<file path="src/rtl/uart_pkg.sv">
// Shared UART transmitter types and constants.
package uart_pkg;

  typedef enum logic [2:0] {
    IDLE,
    START,
    DATA,
    PARITY,
    STOP
  } uart_tx_state_e;

  localparam int unsigned UART_DATA_BITS = 8;
  localparam logic        UART_IDLE_LVL  = 1'b1;

endpackage

</file>
<file path="src/rtl/uart_tx_fifo.sv">
// Byte FIFO feeding the UART transmitter; pointers wrap naturally, occupancy kept in level_q.
module uart_tx_fifo import uart_pkg::*; #(
  parameter int unsigned DEPTH = 16,
  localparam int unsigned AW = $clog2(DEPTH),
  localparam int unsigned LW = $clog2(DEPTH + 1)
) (
  input  logic                      clk,
  input  logic                      rst_n,
  input  logic                      push_i,
  input  logic [UART_DATA_BITS-1:0] wdata_i,
  input  logic                      pop_i,
  output logic [UART_DATA_BITS-1:0] rdata_o,
  output logic                      full_o,
  output logic                      empty_o,
  output logic [LW-1:0]             level_o
);

  logic [UART_DATA_BITS-1:0] mem_q [DEPTH];
  logic [AW-1:0]             wr_ptr_q, rd_ptr_q;
  logic [LW-1:0]             level_q;
  logic                      do_push, do_pop;

  assign full_o  = (level_q == LW'(DEPTH));
  assign empty_o = (level_q == '0);
  // A full FIFO refuses a push even when a pop happens in the same cycle.
  assign do_push = push_i & ~full_o;
  assign do_pop  = pop_i & ~empty_o;
  assign rdata_o = mem_q[rd_ptr_q];
  assign level_o = level_q;

  always_ff @(posedge clk) begin
    if (do_push) begin
      mem_q[wr_ptr_q] <= wdata_i;
    end
  end

  always_ff @(posedge clk or negedge rst_n) begin
    if (!rst_n) begin
      wr_ptr_q <= '0;
      rd_ptr_q <= '0;
      level_q  <= '0;
    end else begin
      if (do_push) wr_ptr_q <= wr_ptr_q + AW'(1);
      if (do_pop)  rd_ptr_q <= rd_ptr_q + AW'(1);
      unique case ({do_push, do_pop})
        2'b10:   level_q <= level_q + LW'(1);
        2'b01:   level_q <= level_q - LW'(1);
        default: level_q <= level_q;
      endcase
    end
  end

endmodule

</file>
<file path="src/rtl/uart_tx.sv">
// FIFO-buffered UART transmitter: start, 8 data bits LSB first, STOP_BITS stop bits.
// Define UART_TX_PARITY_EN to add an even-parity bit between data and stop.
module uart_tx import uart_pkg::*; #(
  parameter int unsigned CLK_DIV    = 108,
  parameter int unsigned FIFO_DEPTH = 16,
  parameter int unsigned STOP_BITS  = 1
) (
  input  logic                              clk,
  input  logic                              rst_n,
  input  logic [UART_DATA_BITS-1:0]         tx_data_i,
  input  logic                              tx_valid_i,
  output logic                              tx_ready_o,
  output logic                              tx_o,
  output logic                              busy_o,
  output logic [$clog2(FIFO_DEPTH+1)-1:0]   fifo_level_o
);

  localparam int unsigned   CW       = $clog2(CLK_DIV);
  localparam logic [CW-1:0] BaudMax  = CW'(CLK_DIV - 1);
  localparam logic [2:0]    LastData = 3'(UART_DATA_BITS - 1);
  localparam logic [2:0]    LastStop = 3'(STOP_BITS - 1);

  uart_tx_state_e            state_q;
  logic [CW-1:0]             baud_q;
  logic [2:0]                bit_q;
  logic [UART_DATA_BITS-1:0] shift_q;
  logic [UART_DATA_BITS-1:0] fifo_rdata;
  logic                      tx_q, tick, fifo_pop, fifo_full, fifo_empty;
`ifdef UART_TX_PARITY_EN
  logic                      par_q;
`endif

  assign tick = (baud_q == '0);
  // Popping at the final stop tick chains the next frame with no idle gap.
  assign fifo_pop = ~fifo_empty &
                    ((state_q == IDLE) | ((state_q == STOP) & tick & (bit_q == LastStop)));

  assign tx_ready_o = ~fifo_full;
  assign tx_o       = tx_q;
  assign busy_o     = (state_q != IDLE) | ~fifo_empty;

  uart_tx_fifo #(
    .DEPTH (FIFO_DEPTH)
  ) u_fifo (
    .clk     (clk),
    .rst_n   (rst_n),
    .push_i  (tx_valid_i),
    .wdata_i (tx_data_i),
    .pop_i   (fifo_pop),
    .rdata_o (fifo_rdata),
    .full_o  (fifo_full),
    .empty_o (fifo_empty),
    .level_o (fifo_level_o)
  );

  always_ff @(posedge clk or negedge rst_n) begin
    if (!rst_n) begin
      state_q <= IDLE;
      baud_q  <= '0;
      bit_q   <= '0;
      shift_q <= '0;
      tx_q    <= UART_IDLE_LVL;
`ifdef UART_TX_PARITY_EN
      par_q   <= 1'b0;
`endif
    end else begin
      // tx follows the state one cycle later, so every bit still lasts CLK_DIV cycles.
      unique case (state_q)
        START:   tx_q <= 1'b0;
        DATA:    tx_q <= shift_q[0];
`ifdef UART_TX_PARITY_EN
        PARITY:  tx_q <= par_q;
`endif
        default: tx_q <= UART_IDLE_LVL;
      endcase

      if (state_q != IDLE) begin
        baud_q <= tick ? BaudMax : baud_q - CW'(1);
      end

      unique case (state_q)
        IDLE: begin
          if (fifo_pop) begin
            shift_q <= fifo_rdata;
            baud_q  <= BaudMax;
            bit_q   <= '0;
            state_q <= START;
`ifdef UART_TX_PARITY_EN
            par_q   <= ^fifo_rdata;
`endif
          end
        end
        START: begin
          if (tick) begin
            bit_q   <= '0;
            state_q <= DATA;
          end
        end
        DATA: begin
          if (tick) begin
            shift_q <= shift_q >> 1;
            if (bit_q == LastData) begin
              bit_q   <= '0;
`ifdef UART_TX_PARITY_EN
              state_q <= PARITY;
`else
              state_q <= STOP;
`endif
            end else begin
              bit_q <= bit_q + 3'd1;
            end
          end
        end
`ifdef UART_TX_PARITY_EN
        PARITY: begin
          if (tick) state_q <= STOP;
        end
`endif
        STOP: begin
          if (tick) begin
            if (bit_q == LastStop) begin
              bit_q <= '0;
              if (fifo_pop) begin
                shift_q <= fifo_rdata;
                state_q <= START;
`ifdef UART_TX_PARITY_EN
                par_q   <= ^fifo_rdata;
`endif
              end else begin
                state_q <= IDLE;
              end
            end else begin
              bit_q <= bit_q + 3'd1;
            end
          end
        end
        default: state_q <= IDLE;
      endcase
    end
  end

endmodule
</file>
<file path="config.mk">
export PLATFORM = sky130hd
export DESIGN_NAME = uart_tx
export DESIGN_NICKNAME = d
export VERILOG_FILES = /design/src/rtl/uart_pkg.sv /design/src/rtl/uart_tx_fifo.sv /design/src/rtl/uart_tx.sv
export SDC_FILE = /design/constraint.sdc
export NUM_CORES = 1
export LEC_CHECK = 0
export BUFFER_PORTS_ARGS = -buffer_cell sky130_fd_sc_hd__buf_2
export CORE_MARGIN = 2
export CORE_UTILIZATION = 55
export CTS_CLUSTER_DIAMETER = 50
export CTS_CLUSTER_SIZE = 16
export DETAILED_ROUTE_END_ITERATION = 8
export PLACE_DENSITY = 0.72
export SYNTH_ARGS = -nofsm -noshare
export SYNTH_HDL_FRONTEND = slang
export SYNTH_SLANG_ARGS = --single-unit
</file>
<file path="constraint.sdc">
create_clock -name clk -period 8.07 [get_ports clk]
set_clock_uncertainty 0.1 [all_clocks]
set_input_delay 0 -clock clk [delete_from_list [all_inputs] [get_ports clk]]
set_output_delay 0 -clock clk [all_outputs]
set_load 0.01 [all_outputs]
</file>
==> results list <==
* End of the worst register-to-register path: u_fifo.level_o[4]
* Crit Path Class: register to register
- Summed over all instances, the cell type with the most area after synthesis is sky130_fd_sc_hd__edfxtp_1.
- Cell occurring most often along the worst timing path: sky130_fd_sc_hd__ha_1
* Critical Path End Type: register
- Per report_power, the sequential group accounts for roughly 44% of the total.
- In this run the worst setup path terminates at u_fifo.level_o[4].
- Area delta synth->final: 13.0%
- Final critical-path required period: about 3.7 ns
* Number of distinct library cells after synthesis: 58
- In this run the worst path has a maximum fanout of 10.
- Max-cap violations in this run came to 0.
- Gates resized during post-CTS repair numbered 0.
- Slew Limit Headroom: 39.0%
- Top area cells in the synthesized netlist: sky130_fd_sc_hd__edfxtp_1, sky130_fd_sc_hd__dfrtp_1, sky130_fd_sc_hd__mux4_2, sky130_fd_sc_hd__ha_1, sky130_fd_sc_hd__a21oi_1
- The internal portion of the total power is approximately 1.8 mW.
* Initial Utilization: a little under three fifths
- Critical Path RT: between 8 and 9 ns
* Total clock buffers created by CTS: 17
- Summing all placed instances gives a cell area of a little over 7000 sq um.
- For this run, the register share of the synthesized area comes to between 60% and 70%.
- Counting flops with an async set or reset pin after synthesis yields a share of 21.5%.
* Total routed wirelength: around 13,000 um
* Number of inserted filler cells in the final layout: between 900 and 1,000
- Counting flops with a built-in enable in the synthesized netlist gives about 130.
- Number of nets still failing antenna checks after routing: 0
- Synth Cell Area: 6980 sq um
- Slowest cell on the critical path: sky130_fd_sc_hd__ha_1
- Synth warn: 0
* Net Switching: 0.811 mW
* Chip width: 117 um
- Placer congestion estimate: between 0.7 and 0.8
- In the final design database the tool counted 480 nets.
* # setup viols final: 0
- For this run, design rule violations remaining after detail routing come to 0.
- Worst vdd ir: slightly below 0.2 mV
- Setup repair after global routing left no endpoint under its margin.
* Worst reg-to-reg setup slack: 4.37 ns
- All-layer global routing usage: 21.2%
- sky130_fd_sc_hd__edfxtp_1 is the most common cell in the netlist.
- In this run the worst setup path begins at baud_q[0].
- Registers take 4720 sq um.
* Post-Syn Area per Cell: about 16 sq um
* Class of the tightest hold or removal check: input port to async pin
- STA classifies the critical path startpoint as a register.
- Synth top area share: between 50% and 60%
- CTS tree: done
- Fmax: ~270 MHz
- Gate count of the mapped netlist: between 400 and 500
- At the pin with the least slew margin, the transition time is between 0.9 and 1 ns.
- Part of the power in combinational logic: between 20% and 30%
* Number of clock sinks: between 150 and 200
- The floorplan has 41 rows.
- Pleak: around 2.7 nW
* CTS root buf: sky130_fd_sc_hd__clkbuf_16
- Number of ports placed on the die boundary: 19
* Total congestion overflow: 0
* Final slew viol count: 0
- The synthesized design contains 163 register bits.
- Clock-pin slew on the worst setup and hold paths: 0.06 ns
* DRC violation total after the first TritonRoute iteration: 293
- Cells with a size suffix above 1 make up 22.4% of the layout.
- Clk Latency, worst-skew pair: 0.42 ns
* Most frequent cells after synthesis: sky130_fd_sc_hd__edfxtp_1, sky130_fd_sc_hd__dfrtp_1, sky130_fd_sc_hd__mux4_2, sky130_fd_sc_hd__a21oi_1, sky130_fd_sc_hd__nor2_1
* Total number of cells along the worst setup path: 12
* Synthesized Nets: about 450
* Series of cell instances along the critical path: inv_1 -> ha_1 -> nor4b_4 -> a41oi_4 -> nor3_4 -> ha_1 -> ha_1 -> and4b_1 -> a311oi_1 -> a21o_1 -> o2111ai_1 -> a211oi_1
* Switching power as a share of total power: slightly above 30%
- The initial antenna violation count was 0.
* Detailed-routing iteration count for the pre-antenna-repair pass: 4
- After routing, the total negative slack on setup checks comes to 0 ns.
- In this run the vertical extent of the chip is 117 um.
- The final route contains about 3,700 vias.
- In this run the tool buffered the top-level ports with 18 buffer cells.
- Final Hold Viols: 0
- STA puts the critical path data arrival time at 3.93 ns.
* Number of buffers and inverters on the critical path: 1
* Placeable core area: between 10,000 and 15,000 sq um
- Predominant post-synthesis flop cell: sky130_fd_sc_hd__edfxtp_1
- The first global-routing pass estimated just over 20,000 um of wire.
- The flow ran to the end, and the final reports show no timing, DRC or antenna violations.
- Clk pwr share: between 20% and 30%
- Startpoint of the worst register-to-register path: baud_q[0]
* Cell count of the worst reg-to-reg path: 12
- In the final routed layout, each cell accounts on average for 20.2 um.
* Drt via density: 5.82
* H-tree levels: 4
* PwrDens: 331 nW/um^2
- Area used by multi-input combinational logic: 2140 sq um
* Slowest Stage Delay on Critical Path: around 0.44 ns
* Share of the clock period used by the worst path after layout: a little under half
- After routing the design area is between 7000 and 8000 sq um.
* Pin count of the biggest net entering global routing: 36
- Via count of the first global-routing pass: between 3,000 and 4,000
- The longest clock path from root to sink contains 2 buffers.
- Total Die Area: 13,600 sq um
- After legalization and detailed placement, the total HPWL measured around 8000 um.
- The kind of cell with the highest combined delay along the critical path is compound AO/OA/AOI/OAI gates.
- Number of diodes added for antenna fixing: 0
==> state kept, by name (all words and copies together) (netlist names) <==
register,cells
u_fifo.mem_q,128
u_fifo.wr_ptr_q,4
tx_o,1
baud_q,7
u_fifo.rd_ptr_q,4
u_fifo.level_o,5
state_q,3
bit_q,3
shift_q,8
==> per-stage QoR <==
stage / total power, mW / utilization [%] / setup WS (ns) / std cells / hold WS (ns)
2_1_floorplan: 1.68 / - / 4.98 / 427 / -0.396
3_3_place_gp: 1.85 / 57.8 / 4.56 / 599 / 0.0285
3_5_place_dp: 1.87 / 57.8 / 4.36 / 599 / 0.0361
4_1_cts: 2.63 / 63.0 / 4.37 / 641 / 0.125
5_1_grt: 2.75 / 63.0 / 4.09 / 641 / 0.183
6_report: 2.61 / 63.0 / 4.37 / 641 / 0.101
==> per-layer routing <==
metal	share of wire (%)	global-route usage (%)	wire length, um
met4	1.5	7.29	195
met2	50	33.4	6460
met1	43	28.9	5600
met5	0	0	0
met3	5.5	6.28	714
==> kinds of logic (layout without fill, tap and decap cells) <==
logic type                 Yosys count  count (layout)  synth area share [%]
and+or+nand+nor                     97              97                  8.13
buffers and inverters               32              74                  1.95
adders and majority gates           13              13                  2.33
AOI/OAI and AO/OA                   68              68                  6.74
muxes                               39              39                  11.4
xor gates and xnor gates            15              15                  1.88
DFF                                163             163                  67.6
==> worst reg2reg max path, cell delays in order (launching register included) <==
cell	delay [ns]
sky130_fd_sc_hd__dfrtp_1	0.41
sky130_fd_sc_hd__inv_1	0.09
sky130_fd_sc_hd__ha_1	0.15
sky130_fd_sc_hd__nor4b_4	0.37
sky130_fd_sc_hd__a41oi_4	0.26
sky130_fd_sc_hd__nor3_4	0.39
sky130_fd_sc_hd__ha_1	0.44
sky130_fd_sc_hd__ha_1	0.34
sky130_fd_sc_hd__and4b_1	0.22
sky130_fd_sc_hd__a311oi_1	0.36
sky130_fd_sc_hd__a21o_1	0.13
sky130_fd_sc_hd__o2111ai_1	0.12
sky130_fd_sc_hd__a211oi_1	0.24
==> how the worst min path moves through the flow <==
stage | end | cells past startpoint
3_5_place_dp | baud_q[0] | 1
6_report | bit_q[2] | 2
5_1_grt | baud_q[1] | 2
2_1_floorplan | baud_q[0] | 0
4_1_cts | shift_q[4] | 2
3_3_place_gp | bit_q[1] | 1
==> cell type report <==
| class | count | area share (%) |
|---|---|---|
| multi-input combinational | 232 | 27.1 |
| clock inverter | 14 | 1.63 |
| sequential | 163 | 59.8 |
| tap | 172 | 2.73 |
| timing repair buffer | 31 | 2.70 |
| clock buffer | 18 | 5.44 |
| inverter | 11 | 0.523 |
==> power groups by stage <==
stage / combinational, mW / sequential [mW] / clock (mW)
floorplan: 0.562 / 1.12 / 0
global placement: 0.700 / 1.15 / 0
detailed placement: 0.713 / 1.16 / 0
CTS: 0.725 / 1.14 / 0.765
global route: 0.786 / 1.16 / 0.801
finish: 0.712 / 1.14 / 0.755
==> timing repair <==
item | CTS | global route
hold buffers | 10 | 0
endpoints found under the hold margin | 163 | 0
setup buffers | 0 | 0
==> cell usage in the layout, fill, tap and decap left out, types with 3 or more instances in the layout <==
| cell type | netlist | layout |
|---|---|---|
| sky130_fd_sc_hd__edfxtp_1 | 128 | 128 |
| sky130_fd_sc_hd__or3_1 | 3 | 3 |
| sky130_fd_sc_hd__ha_1 | 13 | 13 |
| sky130_fd_sc_hd__clkbuf_16 | 0 | 17 |
| sky130_fd_sc_hd__or2_2 | 4 | 4 |
| sky130_fd_sc_hd__buf_4 | 0 | 3 |
| sky130_fd_sc_hd__a22oi_1 | 17 | 17 |
| sky130_fd_sc_hd__nand3b_1 | 3 | 3 |
| sky130_fd_sc_hd__dlygate4sd3_1 | 0 | 10 |
| sky130_fd_sc_hd__clkinvlp_4 | 0 | 4 |
| sky130_fd_sc_hd__mux2i_1 | 5 | 5 |
| sky130_fd_sc_hd__a21oi_1 | 27 | 27 |
| sky130_fd_sc_hd__and2_1 | 6 | 6 |
| sky130_fd_sc_hd__xor2_1 | 3 | 3 |
| sky130_fd_sc_hd__nor2_1 | 22 | 22 |
| sky130_fd_sc_hd__mux4_2 | 32 | 32 |
| sky130_fd_sc_hd__dfrtp_1 | 34 | 33 |
| sky130_fd_sc_hd__xnor2_1 | 12 | 12 |
| sky130_fd_sc_hd__nand2b_1 | 3 | 3 |
| sky130_fd_sc_hd__and4_1 | 4 | 4 |
| sky130_fd_sc_hd__and3_1 | 4 | 4 |
| sky130_fd_sc_hd__o21ai_0 | 9 | 9 |
| sky130_fd_sc_hd__inv_6 | 0 | 4 |
| sky130_fd_sc_hd__nor3_1 | 4 | 4 |
| sky130_fd_sc_hd__buf_2 | 6 | 18 |
| sky130_fd_sc_hd__nor3b_2 | 0 | 3 |
| sky130_fd_sc_hd__nor2b_1 | 3 | 3 |
| sky130_fd_sc_hd__nand2_1 | 21 | 21 |
| sky130_fd_sc_hd__inv_1 | 9 | 9 |
Power figures use the tool's default switching activity.
